`src/rtl/alarm_zone_ctrl.sv`:
```
// alarm_zone_ctrl
//   Multi-zone Moore alarm controller. There are N sensor zones, plus arm and
//   disarm commands. Zones can use an entry-delay countdown or trip instantly.
//   Each zone's trip is latched in a sticky record. All outputs are registered
//   and update on the same edge as the state.
//
// Ports
//   clk         clock, all logic on posedge
//   resetn      synchronous reset, active low
//   arm         arm request (level)
//   disarm      disarm request (level)
//   zone_in     raw asynchronous sensor lines, 1 = zone violated
//   delay_mask  1 = zone uses entry delay, 0 = instant zone (static)
//   state       current state: 00 DIS, 01 ARM, 10 ENTRY, 11 ALARM
//   armed       1 in ARM, ENTRY, ALARM
//   warn        1 in ENTRY only
//   siren       1 in ALARM only
//   arm_err     one-cycle pulse when an arm request is refused
//   tripped     sticky record of zones violated while armed
//
// state | meaning
// ------+---------------------------------------------------------
// DIS   | disarmed, waiting for an arm request with all zones clear
// ARM   | armed and watching all zones
// ENTRY | delayed zone hit, entry countdown running
// ALARM | siren on until disarmed
module alarm_zone_ctrl #(
    parameter int N_ZONES   = 4,
    parameter int DLY_W     = 8,
    parameter int ENTRY_DLY = 20
) (
    input  logic               clk,
    input  logic               resetn,
    input  logic               arm,
    input  logic               disarm,
    input  logic [N_ZONES-1:0] zone_in,
    input  logic [N_ZONES-1:0] delay_mask,
    output logic [1:0]         state,
    output logic               armed,
    output logic               warn,
    output logic               siren,
    output logic               arm_err,
    output logic [N_ZONES-1:0] tripped
);

    typedef enum logic [1:0] {
        S_DIS   = 2'b00,
        S_ARM   = 2'b01,
        S_ENTRY = 2'b10,
        S_ALARM = 2'b11
    } state_t;

    // The counter holds "cycles left minus one", so ENTRY lasts ENTRY_DLY cycles.
    localparam logic [DLY_W-1:0] DLY_LOAD = DLY_W'(ENTRY_DLY - 1);

    state_t             cur, nxt;
    logic [DLY_W-1:0]   cnt, cnt_nxt;
    logic [N_ZONES-1:0] sync1, zs;
    logic [N_ZONES-1:0] zi, zd;
    logic [N_ZONES-1:0] trip_nxt;
    logic               err_nxt;
    logic               armed_nxt, warn_nxt, siren_nxt;

    assign zi = zs & ~delay_mask;
    assign zd = zs & delay_mask;

    // State register, counter, synchronizer and registered outputs.
    always_ff @(posedge clk) begin
        if (!resetn) begin
            cur     <= S_DIS;
            cnt     <= '0;
            sync1   <= '0;
            zs      <= '0;
            tripped <= '0;
            armed   <= 1'b0;
            warn    <= 1'b0;
            siren   <= 1'b0;
            arm_err <= 1'b0;
        end else begin
            cur     <= nxt;
            cnt     <= cnt_nxt;
            sync1   <= zone_in;
            zs      <= sync1;
            tripped <= trip_nxt;
            armed   <= armed_nxt;
            warn    <= warn_nxt;
            siren   <= siren_nxt;
            arm_err <= err_nxt;
        end
    end

    // Next-state logic. Priority: disarm > instant/timeout > delayed > arm.
    always_comb begin
        nxt      = cur;
        cnt_nxt  = cnt;
        err_nxt  = 1'b0;
        trip_nxt = tripped | ((cur != S_DIS) ? zs : '0);
        case (cur)
            S_DIS: begin
                if (!disarm && arm) begin
                    if (zs == '0) begin
                        nxt      = S_ARM;
                        trip_nxt = '0;
                    end else begin
                        err_nxt = 1'b1;
                    end
                end
            end
            S_ARM: begin
                if (disarm) begin
                    nxt = S_DIS;
                end else if (|zi) begin
                    nxt = S_ALARM;
                end else if (|zd) begin
                    nxt     = S_ENTRY;
                    cnt_nxt = DLY_LOAD;
                end
            end
            S_ENTRY: begin
                if (disarm) begin
                    nxt = S_DIS;
                end else if (|zi || cnt == '0) begin
                    nxt = S_ALARM;
                end else begin
                    cnt_nxt = cnt - 1'b1;
                end
            end
            S_ALARM: begin
                if (disarm) begin
                    nxt = S_DIS;
                end
            end
            default: nxt = S_DIS;
        endcase
    end

    // Moore outputs are computed from the next state and registered with it.
    always_comb begin
        armed_nxt = (nxt != S_DIS);
        warn_nxt  = (nxt == S_ENTRY);
        siren_nxt = (nxt == S_ALARM);
    end

    assign state = cur;

endmodule

```
`config.mk`:
```
export PLATFORM = sky130hd
export DESIGN_NAME = alarm_zone_ctrl
export DESIGN_NICKNAME = d
export VERILOG_FILES = /design/src/rtl/alarm_zone_ctrl.sv
export SDC_FILE = /design/constraint.sdc
export NUM_CORES = 1
export LEC_CHECK = 0
export CAP_MARGIN = 20
export CORE_MARGIN = 2
export CORE_UTILIZATION = 40
export DETAILED_ROUTE_END_ITERATION = 16
export GPL_ROUTABILITY_DRIVEN = 0
export SETUP_SLACK_MARGIN = 0.4
export SLEW_MARGIN = 20
export SYNTH_ARGS = -nofsm -noshare
export SYNTH_HDL_FRONTEND = slang
export SYNTH_SLANG_ARGS = --single-unit
```
`constraint.sdc`:
```
create_clock -name clk -period 2.69 [get_ports clk]
set_clock_uncertainty 0.1 [all_clocks]
set_input_delay 0.538 -clock clk [delete_from_list [all_inputs] [get_ports clk]]
set_output_delay 0.538 -clock clk [all_outputs]
set_load 0.02 [all_outputs]
```
==> metrics.md, run 1 <==
| Metric | Value |
|---|---|
| Status | `finished, final reports clean` |
| Most common cell in the netlist | `dfxtp_1` |
| TritonCTS clock tree | `built` |
| Setup TNS | `0 ns` |
| CTS Root Cell | `clkbuf_4` |
| Fin nets | `161` |
| Core area | `around 2700 sq um` |
| Cell Chain, Critical Path | `clkdlybuf4s50_1, or3b_1, or3b_1, or4_1, a21oi_1` |
| Post-route DRC violation count | `0` |
| Crit path kind | `in -> reg` |
| H-tree Lvls | `1` |
| Postcts setup bufs | `0` |
| Hold_sp | `sync1[3]$_SDFF_PN0_` |
| Critical Path Most Common Cell | `or3b_1` |
| Clock latency on the worst-skew pair | `0.32 ns` |
| Placed instance area | `between 1000 and 1500 sq um` |
| Period minus WS final | `approximately 2.2 ns` |
| Flop2flop setup slack | `around 0.53 ns` |
| Die height | `56.9 um` |
| Router iterations before antenna repair | `4` |
| RSZ-0062 raised after global routing | `false` |
| Hold crit path type | `reg -> reg` |
| Layout cells sized above 1 | `a little under a tenth` |
| GR Util All Layers | `15.5%` |
| Seq/Total Area, Yosys | `approximately 47%` |
| Leak | `0.523 nW` |
| PortBufs | `21` |
| CP Data Required Time | `2.85 ns` |
| Largest net degree at the start of global routing | `19` |
| WHS Path Cells | `1` |
| Slowest-stage cell, CP | `clkdlybuf4s50_1` |
| # setup viols final | `0` |
| Die Wd | `approximately 57 um` |
| Grt ovf | `0` |
| Vias in the first global route | `between 900 and 1000` |
| Worst R2R Path Depth | `6` |
| Initial antenna violation count | `0` |
| Critical Path Source Type | `input port` |
| Distinct cell type count after synthesis | `35` |
| Avg Vias per Cell | `5.65` |
| WL/cell | `12.8 um` |
| Syn Area/Cell | `around 9.3 sq um` |
| Sink Count | `26` |
| Min-Delay Endpoint | `zs[3]$_SDFF_PN0_` |
| CP arrival | `2.33 ns` |
| Starting Density | `41.3%` |
| Number of buffers created by CTS | `3` |
| Fin. max-slew vios | `0` |
| Post-Layout Inst Area | `1430 sq um` |
| Worst R2R End | `cnt[6]$_SDFFE_PN0P_` |
| Reg2reg start | `cnt[0]$_SDFFE_PN0P_` |
| Syn nets | `133` |
| First-pass GRT wire length | `4.00 mm` |
| Crit-path max cell delay | `0.43 ns` |
| Cells after synthesis | `120` |
| Post-synth EDFFs | `0` |
| CP endpoint kind | `register` |
| PD cells | `about 470 nW/um^2` |
| Area leader, netlist | `dfxtp_1` |
| Buffers & Inverters on Critical Path | `1` |
| Via Count | `1006` |
| Max-cap violations | `0` |
| Most used DFF post-synth | `dfxtp_1` |
| Drt total wl | `2.28 mm` |
| Layout area overhead | `28.1%` |
| IO Pins | `22` |
| Peak Freq | `around 460 MHz` |
| Antenna viol nets, final | `0` |
| Asr flop ratio synth | `0%` |
| Row cnt | `19` |
| Synth top cells by count | `dfxtp_1 (26), a21oi_1 (10), and2_1 (8), nor2_1 (8)` |
| Worst-case clock buffer depth | `2` |
| Die area | `3240 sq um` |
| Yosys reg bits | `26` |
| Post-DP HPWL | `1.76 mm` |
| Yosys Warn Count | `0` |
| Antenna Cells | `0` |
| Final hold vios | `0` |
| Tcrit/Tclk final | `80.6%` |
| Worst VDD drop | `0.418 mV` |
| Clk pin slew, worst setup/hold paths | `0.14 ns` |
| Filler cell count | `between 200 and 300` |
| Tightest Pin Transition | `0.515 ns` |
| 1st-iter DRT viols | `10` |
| Crit path max fanout | `4` |
| Crit path max-delay family | `simple AND/OR/NAND/NOR gates` |
| Top cell type's share of synthesized area | `~47%` |
| Max_slew headroom | `65.2%` |
| Synth area leaders | `dfxtp_1 (47%), or4_1 (4.7%), a21oi_1 (4.5%), and2_1 (4.5%), nand2b_1 (3.4%)` |
| Syn Std Cell Area | `between 1000 and 1500 sq um` |
==> final cells by class <==
| type | instances | area (sq um) | share of cell area [%] |
|---|---|---|---|
| clock buffers | 4 | 36.3 | 2.53 |
| repair buffers | 26 | 248 | 17.3 |
| multi-input cells | 84 | 562 | 39.2 |
| well taps | 31 | 38.8 | 2.71 |
| inverters | 7 | 26.3 | 1.83 |
| flip-flops and latches | 26 | 522 | 36.4 |
==> cell usage in the layout, fill, tap and decap left out, types with 2 or more instances in the layout <==
cell type	instances
clkdlybuf4s50_1	21
clkbuf_4	3
o21ai_0	4
a31oi_1	3
nor2_1	8
nor3b_1	3
inv_1	7
dfxtp_1	25
a21oi_1	10
o31ai_1	5
o41a_1	2
or3b_1	2
nand2_1	3
buf_4	5
and2_1	8
nor3_1	3
a22o_1	2
nand2b_1	6
or4_1	7
or2_2	2
==> power by group <==
group	internal, mW	switching, mW	total, mW
registers	0.395	0.00637	0.401
logic	0.0397	0.0363	0.0760
clock network	0.0828	0.113	0.195
==> through the flow <==
| step | hold slack [ns] | total power, mW | util (%) | cells | worst slack (ns) |
|---|---|---|---|---|---|
| after floorplan | 0.312 | 0.445 | - | 120 | 0.646 |
| after global placement | 0.315 | 0.485 | 51.4 | 174 | 0.230 |
| after detailed placement | 0.321 | 0.485 | 51.4 | 174 | 0.191 |
| after CTS | 0.354 | 0.682 | 52.7 | 178 | 0.516 |
| after global routing | 0.368 | 0.704 | 52.9 | 178 | 0.406 |
| final | 0.348 | 0.672 | 52.9 | 178 | 0.522 |
==> per-layer routing <==
metal  part of all wire, %  vias up  track usage, %
li1                      -      503               -
met1                    48      482            19.5
met2                    47       17            26.4
met3                   3.6        4            2.30
met4                   1.2        0            5.98
met5                     0        -               0
==> sequential cells by signal, indices dropped and copies added, names as in the netlist <==
register / flops
cnt: 8
siren: 1
armed: 1
sync1: 4
tripped: 4
state: 2
warn: 1
arm_err: 1
zs: 4
==> how the worst max path moves through the flow <==
stage	startpoint	to	slack, ns	depth (start not counted)
2_1_floorplan	cnt[0]$_SDFFE_PN0P_	cnt[6]$_SDFFE_PN0P_	0.65	6
3_3_place_gp	disarm	cnt[7]$_SDFFE_PN0P_	0.23	5
3_5_place_dp	disarm	cnt[7]$_SDFFE_PN0P_	0.19	5
4_1_cts	cnt[0]$_SDFFE_PN0P_	cnt[6]$_SDFFE_PN0P_	0.52	6
5_1_grt	cnt[1]$_SDFFE_PN0P_	cnt[6]$_SDFFE_PN0P_	0.41	6
6_report	disarm	cnt[7]$_SDFFE_PN0P_	0.52	5
==> logic make-up (layout without fill, tap and decap cells) <==
group | Yosys count | count (layout) | share of synthesized area, %
AO/OA/AOI/OAI | 33 | 33 | 20.5
adder cells (fa/ha/maj) | 1 | 1 | 1.12
buffers and inverters | 10 | 37 | 3.47
flip-flops | 26 | 26 | 46.5
AND/OR/NAND/NOR | 50 | 50 | 28.4
==> what timing repair did <==
action                                  CTS  global route
hold buffers                              0             0
endpoints found under the setup margin    0             1
resized for setup                         0             2
Power figures use the tool's default switching activity.
==> inputs of run 2 (changes only) <==
--- a/config.mk
+++ b/config.mk
@@ -10,6 +10,7 @@
 export CORE_UTILIZATION = 40
 export DETAILED_ROUTE_END_ITERATION = 16
 export GPL_ROUTABILITY_DRIVEN = 0
+export PLACE_DENSITY = 0.67
 export SETUP_SLACK_MARGIN = 0.4
 export SLEW_MARGIN = 20
 export SYNTH_ARGS = -nofsm -noshare
==> constraint.sdc (replaced) <==
create_clock -name clk -period 1.91 [get_ports clk]
set_clock_uncertainty 0.1 [all_clocks]
set_input_delay 0.382 -clock clk [delete_from_list [all_inputs] [get_ports clk]]
set_output_delay 0.382 -clock clk [all_outputs]
set_load 0.02 [all_outputs]
==> run 2 against run 1 <==
The run now ends with setup timing left. Critical endpoint is now cnt[6]$_SDFFE_PN0P_. Global-route usage rose by 3.9 points. Final cell count grew 15%. Sequential cell count stayed put. Combinational power increased by 120%. Worst hold slack better by 0.0053 ns. Routed wire length increased by 37%.
==> metrics.md, run 2 (synthesis gave the netlist of run 1 again) <==
| Metric | Value |
|---|---|
| DR WL met2 | `1.66 mm (+54%)` |
| M1 wire length | `1.26 mm (+16%)` |
| Worst VDD drop | `0.565 mV (+35%)` |
| Critical Path Source Type | `register` |
| Peak Freq | `474 MHz` |
| Post-route DRC violation count | `0 (unchanged)` |
| Via Count | `1160 (+15%)` |
| PortBufs | `21 (unchanged)` |
| Post-DP HPWL | `2.01 mm (+15%)` |
| Most frequent cells in the layout | `buf_4 (20), dfxtp_1 (18), buf_6 (9)` |
| Initial antenna violation count | `0 (unchanged)` |
| Most common cell after layout, fill and taps aside | `buf_4` |
| GR Util All Layers | `19.5% (+3.9 points)` |
| CP arrival | `2.29 ns (-0.04 ns)` |
| Number of buffers created by CTS | `3 (unchanged)` |
| TritonCTS clock tree | `built` |
| Clock latency on the worst-skew pair | `0.33 ns (about the same)` |
| # setup viols final | `2 (+2)` |
| Drt total wl | `3.13 mm (+37%)` |
| Layout area overhead | `69.5%` |
| PD cells | `596 nW/um^2 (+27%)` |
| Die area | `3240 sq um (unchanged)` |
| Leak | `0.748 nW (+43%)` |
| Fin nets | `187 (+16%)` |
| Crit path max fanout | `2 (-2)` |
| Layout cells sized above 1 | `50.9% (+41 points)` |
| Starting Density | `41.3% (unchanged)` |
| Router iterations before antenna repair | `4 (unchanged)` |
| Antenna viol nets, final | `0 (unchanged)` |
| First-pass GRT wire length | `4.89 mm (+22%)` |
| RSZ-0062 raised after global routing | `true` |
| Hold crit path type | `reg -> reg` |
| Row cnt | `19 (unchanged)` |
| Antenna Cells | `0 (unchanged)` |
| WL/cell | `15.3 um (+20%)` |
| Fin. max-slew vios | `0 (unchanged)` |
| CTS Root Cell | `clkbuf_4` |
| Max_slew headroom | `80.2% (+15 points)` |
| Layout Cells excl Fill | `204 (+15%)` |
| Core area | `2710 sq um (unchanged)` |
| Worst hold slack | `0.353 ns (+0.00529 ns)` |
| Met3 routed WL | `125 um (+52%)` |
| Tightest Pin Transition | `0.294 ns (-0.221 ns)` |
| Max reg flops | `8 (unchanged)` |
| Clk pin slew, worst setup/hold paths | `0.15 ns (about the same)` |
| Worst-case clock buffer depth | `2 (unchanged)` |
| Die Wd | `56.9 um (unchanged)` |
| Worst R2R End | `cnt[6]$_SDFFE_PN0P_` |
| Top Metal Used | `met4` |
| Period minus WS final | `roughly 2.1 ns` |
| H-tree Lvls | `1 (unchanged)` |
| Post-cts hold buffer count | `0 (unchanged)` |
| Grt ovf | `0 (unchanged)` |
| Max-cap violations | `0 (unchanged)` |
| CP Data Required Time | `2.09 ns (-0.76 ns)` |
| Worst R2R Path Depth | `6 (unchanged)` |
| Failing checks | `setup timing` |
| Most flop-heavy register | `cnt` |
| Reg2reg start | `cnt[1]$_SDFFE_PN0P_` |
| Vias in the first global route | `1128 (+25%)` |
| 1st-iter DRT viols | `21 (+11)` |
| Final hold vios | `0 (unchanged)` |
| CP endpoint kind | `register` |
| Cell count after placement | `191 (+9.8%)` |
| Final Power | `1.13 mW (+68%)` |
| Filler cell count | `201 (-27%)` |
| Sink Count | `26 (unchanged)` |
| Setup crit end | `cnt[6]$_SDFFE_PN0P_` |
| Setup WS post-layout | `-0.199 ns (-0.721 ns)` |
| Die height | `56.9 um (unchanged)` |
| Avg Vias per Cell | `5.69 (+0.61%)` |
| Status | `finished with violations` |
| Worst setup startpoint | `cnt[1]$_SDFFE_PN0P_` |
| IO Pins | `22 (unchanged)` |
| Tcrit/Tclk final | `110%` |
| Flop2flop setup slack | `-0.20 ns (-0.73 ns)` |
| Crit path kind | `reg -> reg` |
| Largest net degree at the start of global routing | `16 (-3)` |
[run 2: changes by cell type in the layout (fill, tap and decap cells not counted), moves of 6 or more]
cell             change
buf_6                +9
dfxtp_2              +6
dfxtp_1              -7
buf_4               +15
clkdlybuf4s50_1     -14
a21oi_2              +8
a21oi_1              -8
[run 2: layout make-up]
| type | count | area, sq um | area share (%) |
|---|---|---|---|
| tap | 31 | 38.8 | 2.05 |
| timing repair buffer | 52 | 467 | 24.6 |
| inverter | 7 | 26.3 | 1.39 |
| clock inverter | 1 | 30.0 | 1.58 |
| clock buffer | 3 | 22.5 | 1.19 |
| multi-input combinational | 84 | 778 | 41.1 |
| sequential | 26 | 533 | 28.1 |
[run 2: worst min-delay path by stage]
stage,from,end,slack [ns],depth (start not counted)
after global routing,sync1[1]$_SDFF_PN0_,zs[1]$_SDFF_PN0_,0.38,1
after floorplan,sync1[0]$_SDFF_PN0_,zs[0]$_SDFF_PN0_,0.31,1
after detailed placement,sync1[1]$_SDFF_PN0_,zs[1]$_SDFF_PN0_,0.32,1
final,sync1[1]$_SDFF_PN0_,zs[1]$_SDFF_PN0_,0.35,1
after CTS,sync1[1]$_SDFF_PN0_,zs[1]$_SDFF_PN0_,0.35,1
after global placement,sync1[1]$_SDFF_PN0_,zs[1]$_SDFF_PN0_,0.31,1
[run 2: repair_timing]
| item | CTS | global route |
|---|---|---|
| pin swaps | 1 | 14 |
| resized for setup | 43 | 40 |
| endpoints found under the setup margin | 26 | 26 |
| buffers inserted | 6 | 3 |
[run 2: worst max-delay path, cell delays in order, from the launching register on]
cell and delay, ns:
dfxtp_2 0.36, inv_2 0.06, ha_4 0.12, or4b_1 0.44, or4_1 0.42, or4_1 0.42
a21oi_1 0.14
[run 2: power breakdown]
part | total (mW) | switching (mW) | internal [mW] | leakage, nW
clock network | 0.393 | 0.180 | 0.212 | 0.0279
registers | 0.569 | 0.0132 | 0.556 | 0.215
logic | 0.169 | 0.0778 | 0.0909 | 0.504
total | 1.13 | 0.271 | 0.859 | 0.748
[run 2: layer usage]
layer | global-route usage [%] | vias to the layer above
met5 | 0 | -
met4 | 8.31 | 0
met3 | 3.46 | 11
met2 | 34.3 | 28
met1 | 22.8 | 567
li1 | - | 554
[run 2: per-stage QoR]
| step | setup slack [ns] | cell area (sq um) | util, % | TNS (ns) |
|---|---|---|---|---|
| after floorplan | -0.0857 | 1190 | - | -0.103 |
| after global placement | -0.305 | 1600 | 58.9 | -2.14 |
| after detailed placement | -0.349 | 1600 | 58.9 | -2.82 |
| after CTS | -0.175 | 1770 | 65.3 | -0.259 |
| after global routing | -0.249 | 1900 | 69.9 | -0.415 |
| final | -0.199 | 1900 | 69.9 | -0.299 |
